[config.mk]
export PLATFORM = sky130hd
export DESIGN_NAME = div_module
export DESIGN_NICKNAME = d
export VERILOG_FILES = /design/src/rtl/div_module.sv
export SDC_FILE = /design/constraint.sdc
export NUM_CORES = 1
export LEC_CHECK = 0
export CAP_MARGIN = 10
export CORE_MARGIN = 3
export CORE_UTILIZATION = 35
export CTS_CLUSTER_SIZE = 14
export DETAILED_ROUTE_END_ITERATION = 10
export GPL_ROUTABILITY_DRIVEN = 0
export PLACE_DENSITY_LB_ADDON = 0.25
export SETUP_SLACK_MARGIN = 0.3
export SYNTH_ARGS = -nofsm -noshare
export SYNTH_HDL_FRONTEND = slang
export SYNTH_SLANG_ARGS = --single-unit
[constraint.sdc]
create_clock -name clock -period 7.2 [get_ports clock]
set_input_delay 0.72 -clock clock [delete_from_list [all_inputs] [get_ports clock]]
set_output_delay 0.72 -clock clock [all_outputs]
set_load 0.02 [all_outputs]
[src/rtl/div_module.sv]
// Iterative signed divider (32-bit dividend / 16-bit divisor), one restoring step per clock.
// Optional macro DIV_REMAINDER_EN adds the data_remainder output and its register.
module div_module #(
  parameter int DW = 32,
  parameter int SW = 16,
  parameter int CW = 6
) (
  input  logic          clock,
  input  logic          reset,
  input  logic [DW-1:0] data_A,
  input  logic [SW-1:0] data_B,
  input  logic          div_signal,
  output logic [DW-1:0] data_result,
  output logic          exception,
  output logic          input_RDY,
  output logic          result_RDY
`ifdef DIV_REMAINDER_EN
  ,
  output logic [SW-1:0] data_remainder
`endif
);

  localparam logic [1:0] S_IDLE = 2'd0;
  localparam logic [1:0] S_RUN  = 2'd1;
  localparam logic [1:0] S_DONE = 2'd2;

  localparam logic [CW-1:0] LAST_STEP = CW'(DW - 1);
  localparam logic [DW-1:0] MIN_NEG   = {1'b1, {(DW-1){1'b0}}};

  // Magnitude of a two's complement value; MIN_NEG maps to itself, which is its correct unsigned magnitude.
  function automatic logic [DW-1:0] abs_mag(input logic signed [DW-1:0] v);
    logic [DW-1:0] u;
    u = v;
    if (v[DW-1]) u = ~u + DW'(1);
    return u;
  endfunction

  function automatic logic signed [DW-1:0] apply_sign(input logic [DW-1:0] mag, input logic neg);
    logic [DW-1:0] r;
    r = mag;
    if (neg) r = ~mag + DW'(1);
    return r;
  endfunction

  logic [1:0]           state_q, state_d;
  logic [CW-1:0]        count_q, count_d;
  logic [DW-1:0]        result_q, result_d;
  logic                 exc_q, exc_d;
  logic [DW-1:0]        rem_q, rem_d;
  logic [DW-1:0]        quo_q, quo_d;
  logic [DW-1:0]        dvs_q, dvs_d;
  logic                 qsign_q, qsign_d;
`ifdef DIV_REMAINDER_EN
  logic                 asign_q, asign_d;
  logic [SW-1:0]        rem_out_q, rem_out_d;
`endif

  logic signed [DW-1:0] b_sext;
  logic [DW:0]          rem_sh;
  logic [DW-1:0]        rem_diff;
  logic [DW-1:0]        rem_nxt;
  logic [DW-1:0]        quo_nxt;
  logic                 step_ge;

  assign b_sext = {{(DW-SW){data_B[SW-1]}}, data_B};

  always_comb begin
    state_d  = state_q;
    count_d  = count_q;
    result_d = result_q;
    exc_d    = exc_q;
    rem_d    = rem_q;
    quo_d    = quo_q;
    dvs_d    = dvs_q;
    qsign_d  = qsign_q;
`ifdef DIV_REMAINDER_EN
    asign_d   = asign_q;
    rem_out_d = rem_out_q;
`endif

    // One restoring step: shift {rem,quo} left, subtract divisor if it fits.
    rem_sh   = {rem_q, quo_q[DW-1]};
    step_ge  = (rem_sh >= {1'b0, dvs_q});
    rem_diff = rem_sh[DW-1:0] - dvs_q;
    rem_nxt  = step_ge ? rem_diff : rem_sh[DW-1:0];
    quo_nxt  = {quo_q[DW-2:0], step_ge};

    case (state_q)
      S_IDLE: begin
        if (div_signal) begin
          if (data_B == '0) begin
            result_d = '0;
            exc_d    = 1'b1;
            state_d  = S_DONE;
`ifdef DIV_REMAINDER_EN
            rem_out_d = '0;
`endif
          end else if (data_A == MIN_NEG && data_B == '1) begin
            result_d = MIN_NEG;
            exc_d    = 1'b1;
            state_d  = S_DONE;
`ifdef DIV_REMAINDER_EN
            rem_out_d = '0;
`endif
          end else begin
            rem_d   = '0;
            quo_d   = abs_mag(data_A);
            dvs_d   = abs_mag(b_sext);
            qsign_d = data_A[DW-1] ^ data_B[SW-1];
            count_d = '0;
            state_d = S_RUN;
`ifdef DIV_REMAINDER_EN
            asign_d = data_A[DW-1];
`endif
          end
        end
      end
      S_RUN: begin
        rem_d   = rem_nxt;
        quo_d   = quo_nxt;
        count_d = count_q + CW'(1);
        if (count_q == LAST_STEP) begin
          result_d = apply_sign(quo_nxt, qsign_q);
          exc_d    = 1'b0;
          state_d  = S_DONE;
`ifdef DIV_REMAINDER_EN
          rem_out_d = SW'(apply_sign(rem_nxt, asign_q));
`endif
        end
      end
      S_DONE:  state_d = S_IDLE;
      default: state_d = S_IDLE;
    endcase
  end

  // Control and visible outputs: reset aborts any operation in flight.
  always_ff @(posedge clock) begin
    if (reset) begin
      state_q  <= S_IDLE;
      count_q  <= '0;
      result_q <= '0;
      exc_q    <= 1'b0;
`ifdef DIV_REMAINDER_EN
      rem_out_q <= '0;
`endif
    end else begin
      state_q  <= state_d;
      count_q  <= count_d;
      result_q <= result_d;
      exc_q    <= exc_d;
`ifdef DIV_REMAINDER_EN
      rem_out_q <= rem_out_d;
`endif
    end
  end

  // Working datapath: always reloaded at start, so it carries no reset.
  always_ff @(posedge clock) begin
    rem_q   <= rem_d;
    quo_q   <= quo_d;
    dvs_q   <= dvs_d;
    qsign_q <= qsign_d;
`ifdef DIV_REMAINDER_EN
    asign_q <= asign_d;
`endif
  end

  assign data_result = result_q;
  assign exception   = exc_q;
  assign input_RDY   = (state_q == S_IDLE);
  assign result_RDY  = (state_q == S_DONE);
`ifdef DIV_REMAINDER_EN
  assign data_remainder = rem_out_q;
`endif

endmodule

# After elaboration in Yosys (flattened, before gate mapping)
# Index checks and enable logic that the tools add are counted.
[word_totals] reg_bits=138 wordCells=70 output_inout_bits=35 input_bits=51
[op_classes] eq_ne=10 order_cmp=1 n_bitwise=6 addsub=5 n_mux=31 n_reduce_logical=8
[ops] operator="2-to-1 mux 32 bit" n=13
[ops] operator="case mux 32 bit (2 select lines)" n=3
[ops] operator="adder 32 x 1 -> 32 bit, second input constant" n=3
[ops] operator="inverter 32 bit" n=3
[ops] operator=">= comparator 33 x 32 -> 1 bit" n=1
[ops] operator="equality test 32 bit, second input constant" n=1
[ops] operator="subtractor 32 bit" n=1
[ops] operator="2-to-1 mux 6 bit" n=3
[ops] operator="equality test 16 bit, second input constant" n=1
[ops] operator="zero test 16 bit" n=1
[ops] operator="2-to-1 mux 15 bit" n=1
[ops] operator="case mux 6 bit (2 select lines)" n=1
[ops] operator="AND reduction 4 bit" n=3
[ops] operator="2-to-1 mux 2 bit" n=4
[ops] operator="!= test 2 bit, second input constant" n=4
[ops] operator="adder 6 x 1 -> 6 bit, second input constant" n=1
[ops] operator="equality test 6 x 5 -> 1 bit, second input constant" n=1
[ops] operator="2-to-1 mux 1 bit" n=4
[ops] operator="case mux 2 bit (2 select lines)" n=1
[ops] operator="!= test 3 x 1 -> 1 bit, second input constant" n=1
[ops] operator="equality test 2 x 1 -> 1 bit, second input constant" n=1
[ops] operator="equality test 2 bit, second input constant" n=1
[ops] operator="zero test 2 bit" n=1
[ops] operator="inverter 1 bit" n=2
[ops] operator="other kinds (5)" n=5

# Depth between registers and ports, before layout
[logic_depth] ltp_word=7 mapped_depth=21 ltp_nobuf=17

# Worst setup path after synthesis
# Ideal clock, no wire load.
[synth_timing] kind="input -> register" startpoint="in data_A[0]" endpoint="reg count_q[5]" path_buffers=0 t_required_ns=7.130 arrival_time_ns=7.321 slack_ns=-0.191 cell_stages=9 setup_time_ns=0.070 cell_sequence="inv_1 > ha_1 > nand3b_1 > nand4b_1 > nor2_1 > o31ai_1 > nand3_1 > or3_1 > a21oi_1"
[synth_via] elab_chain_len=4
[synth_rtl] item="from (decl)" line="10" rtl="input logic [DW-1:0] data_A,"
[synth_rtl] item="equality test 32 bit" line="98" rtl="end else if (data_A == MIN_NEG && data_B == '1) begin"
[synth_rtl] item="logical AND 1 bit" line="98"
[synth_rtl] item="!= test 2 bit (no line)"
[synth_rtl] item="AND reduction 4 bit (no line)"
[synth_rtl] item="to (signal assigned)" line="148" rtl="count_q <= count_d;"
[synth_rtl] item="to (decl)" line="46" rtl="logic [CW-1:0] count_q, count_d;"
# Every way passes these cells.
# A chain may end at the register's enable or synchronous reset.

# Worst setup path in the final report
[layout_timing] startpoint="reg rem_q[12]" endpoint="reg result_q[28], in the netlist data_result[28]"
[layout_via] elab_chain_len=6
[layout_rtl] item="from (decl)" line="49" rtl="logic [DW-1:0] rem_q, rem_d;"
[layout_rtl] item="from (signal assigned)" line="159" rtl="rem_q <= rem_d;"
[layout_rtl] item=">= comparator 33 x 32 -> 1 bit" line="83" rtl="step_ge = (rem_sh >= {1'b0, dvs_q});"
[layout_rtl] item="inverter 32 bit" line="41" rtl="if (neg) r = ~mag + DW'(1);"
[layout_rtl] item="adder 32 x 1 -> 32 bit" line="41"
[layout_rtl] item="2-to-1 mux 32 bit" line="41"
[layout_rtl] item="2-to-1 mux 32 bit" line="122" rtl="if (count_q == LAST_STEP) begin"
[layout_rtl] item="case mux 32 bit (2 select lines)" line="88" rtl="case (state_q)"
[layout_rtl] item="to (signal assigned)" line="149" rtl="result_q <= result_d;"
[layout_rtl] item="to (decl)" line="47" rtl="logic [DW-1:0] result_q, result_d;"
# Every way passes these cells. The select of a mux whose other input is x is not followed.

==> results_dict.tcl <==
set metrics [dict create \
    outcome "completed" \
    synth_area_leaders "edfxtp_1 (33%), dfxtp_1 (9.3%), xor2_1 (6.8%)" \
    final_cells 1387 \
    cts-resized-gates 0 \
    synth_fa_ha_area_share_pct 5.60 \
    dieHeight_um 165 \
    drive_gt1_share_pct 6.11 \
    fp.coreArea_mm2 0.0246 \
    peakVddDrop_mv 0.142 \
    place_hpwl_um 15700 \
    dp_slack_ns 2.99 \
    period_needed_ns 4.26 \
    cts_setup_buffers 0 \
    setup_ws_ns 2.94 \
    placed_area_mm2 0.0100 \
    start_util_pct 36.0 \
    hp-class "reg -> reg" \
    grt_pass1_wl_um 34400 \
    total_power_mw 2.59 \
    synth.avg_cell_area_um2 9.05 \
    syn-instance-count 978 \
    cts_buffers 17 \
    wl_per_cell_um 15.4 \
    tightest_slew_ns 1.06 \
    synth_compound_area_share_pct 17.7 \
    clk_pin_slew_ns 0.06 \
    die-area_mm2 0.0272 \
    cts_tree "built" \
    io_buffers 85 \
    syn2layout_area_growth_pct 20.0 \
    cts_root_buf "clkbuf_16" \
    start_kind "flip-flop" \
    clock-sinks 138 \
    worstSetupEndpointType "flip-flop" \
    vias_per_cell 5.10 \
    synth_most_common_cell "nand2_1" \
    rsz0062_at_grt "false" \
    synth.top_cell.area_share_pct 32.9 \
    ctsHtreeMaxLevel 4 \
    ys_types 66 \
    ys_warn_count 0 \
    maxSlewViolCount 0 \
    synthTopCellsByCount "nand2_1 (132), edfxtp_1 (97), o21ai_0 (86)" \
    finalNetCount 1140 \
    fmax_mhz 235 \
    die_x_um 165 \
    cts_buffer_depth 2 \
    drt_first_pass_iters 5 \
    dp_cells 1355 \
    overflow 0 \
    grt_pass1_vias 6562 \
    drc 0 \
    crit_fanout 28 \
    fin_skew_ns 0.0167 \
    n_antenna_cell 0 \
    drv_cap 0 \
    antenna_left 0 \
    yosys.area_share.simple_pct 19.6 \
    clock_latency_ns 0.43 \
    async_reset_ff_share_pct 0 \
    drt-initial-drc-count 518 \
    setup_violations 0 \
    seq_area_frac_synth_pct 42.2 \
    cp.required_ns 7.47 \
    synth_top_family_by_area "simple AND/OR/NAND/NOR gates" \
    via_count 7072 \
    grt_usage_pct 15.8 \
    relSlewSlack_pct 29.1 \
    leakagePower_nw 3.96 \
    yosys.area.top_type "edfxtp_1" \
    p_per_area_mw_per_mm2 244 \
    finalCritPeriodShare_pct 59.1 \
    io_pins 86 \
    hold_viol 0 \
    synth-edff-count 97 \
    synth_ff_type "edfxtp_1" \
    antenna_found_initial 0 \
    synth_mux_area_share_pct 0.566 \
    grt_start_max_net_pins 65 \
    syn_area_mm2 0.00885 \
    fin_setup_tns_ns 0 \
    crit_arrival_ns 4.53 \
    rows 57 \
    worst-setup-path-type "reg -> reg" \
    ys_seq_elements 138 \
    wl_um 21300 \
    synth-xor-area-share_pct 9.90 \
    holdBufCountCts 0 \
    design_area_mm2 0.0106 \
]
## worst paths after layout
kind	from	endpoint	slack, ns	cells after the start
setup / recovery	rem_q[12]$_SDFFCE_PN0P_	data_result[28]$_SDFFE_PP0P_	2.94	16
hold / removal	data_result[13]$_SDFFE_PP0P_	data_result[13]$_SDFFE_PP0P_	0.45	2
setup reg to reg	rem_q[12]$_SDFFCE_PN0P_	data_result[28]$_SDFFE_PP0P_	2.94	16
hold reg to reg	data_result[13]$_SDFFE_PP0P_	data_result[13]$_SDFFE_PP0P_	0.45	2
## final cells by class
type / instances / area (µm²)
clock buffers: 24 / 539
clock inverters: 8 / 75.1
fillers: 2414 / 14000
inverters: 46 / 173
multi-input cells: 757 / 4800
flip-flops and latches: 138 / 3730
well taps: 324 / 405
repair buffers: 90 / 888
## stage by stage
| stage | hold slack [ns] | utilization (%) |
|---|---|---|
| floorplan | 0.454 | - |
| global placement | 0.441 | 40.7 |
| detailed placement | 0.446 | 40.7 |
| CTS | 0.459 | 43.2 |
| global route | 0.474 | 43.2 |
| finish | 0.453 | 43.2 |
## critical path, cell delays in order, from the launching register on
cell and delay (ns):
edfxtp_1 0.38, ha_1 0.41, and3_1 0.29, a22o_1 0.26, and4_1 0.18, a31oi_1 0.17
and2_1 0.21, a21oi_4 0.14, nand2b_1 0.21, inv_2 0.45, ha_1 0.36, nand4_1 0.24
o31ai_1 0.36, xor2_1 0.19, nor3_1 0.06, a21oi_1 0.13, nor2_1 0.05
## metal layers
layer,vias to the layer above,global-route usage (%),part of all wire (%)
li1,3640,-,-
met1,3275,24.2,53
met2,139,23.1,42
met3,18,2.28,4.0
met4,0,4.38,1.1
met5,-,0,0
## cell families (layout without fill, tap and decap cells)
kind of cell               Yosys count  count (layout)
buffers and inverters               97             168
adders and majority gates           39              39
and+or+nand+nor                    339             339
xor gates and xnor gates           100             100
other                                1              15
muxes                                5               5
AOI/OAI and AO/OA                  259             259
DFF                                138             138
## state kept, by name (all words and copies together), names as in the netlist
| register | count |
|---|---|
| state_q | 2 |
| data_result | 32 |
| quo_q | 32 |
| qsign_q | 1 |
| exception | 1 |
| dvs_q | 32 |
| count_q | 6 |
| rem_q | 32 |
## cell usage in the layout, fill, tap and decap left out, types with 5 or more instances in the layout
cell type        synthesis  final
and2_1                   6      6
conb_1                   1     15
a211oi_1                11     11
nor2_1                  61     60
or4_1                    6      6
xor2_1                  69     69
mux2i_1                  5      5
edfxtp_1                97     97
clkbuf_16                0     20
xnor2_1                 31     31
inv_1                   45     45
nand2b_1                16     15
nor3_2                  10     10
o21a_1                   6      6
o21ai_0                 86     86
nand4_1                 12     12
o31ai_1                 26     25
or3_1                   11     11
buf_4                    0      5
nand3_1                 23     23
a21oi_1                 81     81
nand2_1                132    132
clkdlybuf4s50_1          0     85
o41ai_1                  8      8
dfxtp_1                 41     41
nor3_1                  20     20
a21o_1                  12     12
ha_1                    38     38
nor2b_1                  9      8
nor4_1                   6      6
## power by group
part	switching [mW]	internal [mW]	total (mW)	leakage, nW
logic	0.402	0.265	0.668	2.34
registers	0.0717	0.953	1.02	1.31
clock network	0.339	0.560	0.899	0.310
total	0.814	1.78	2.59	3.96
Note: power is estimated with default switching activity, not from simulation.
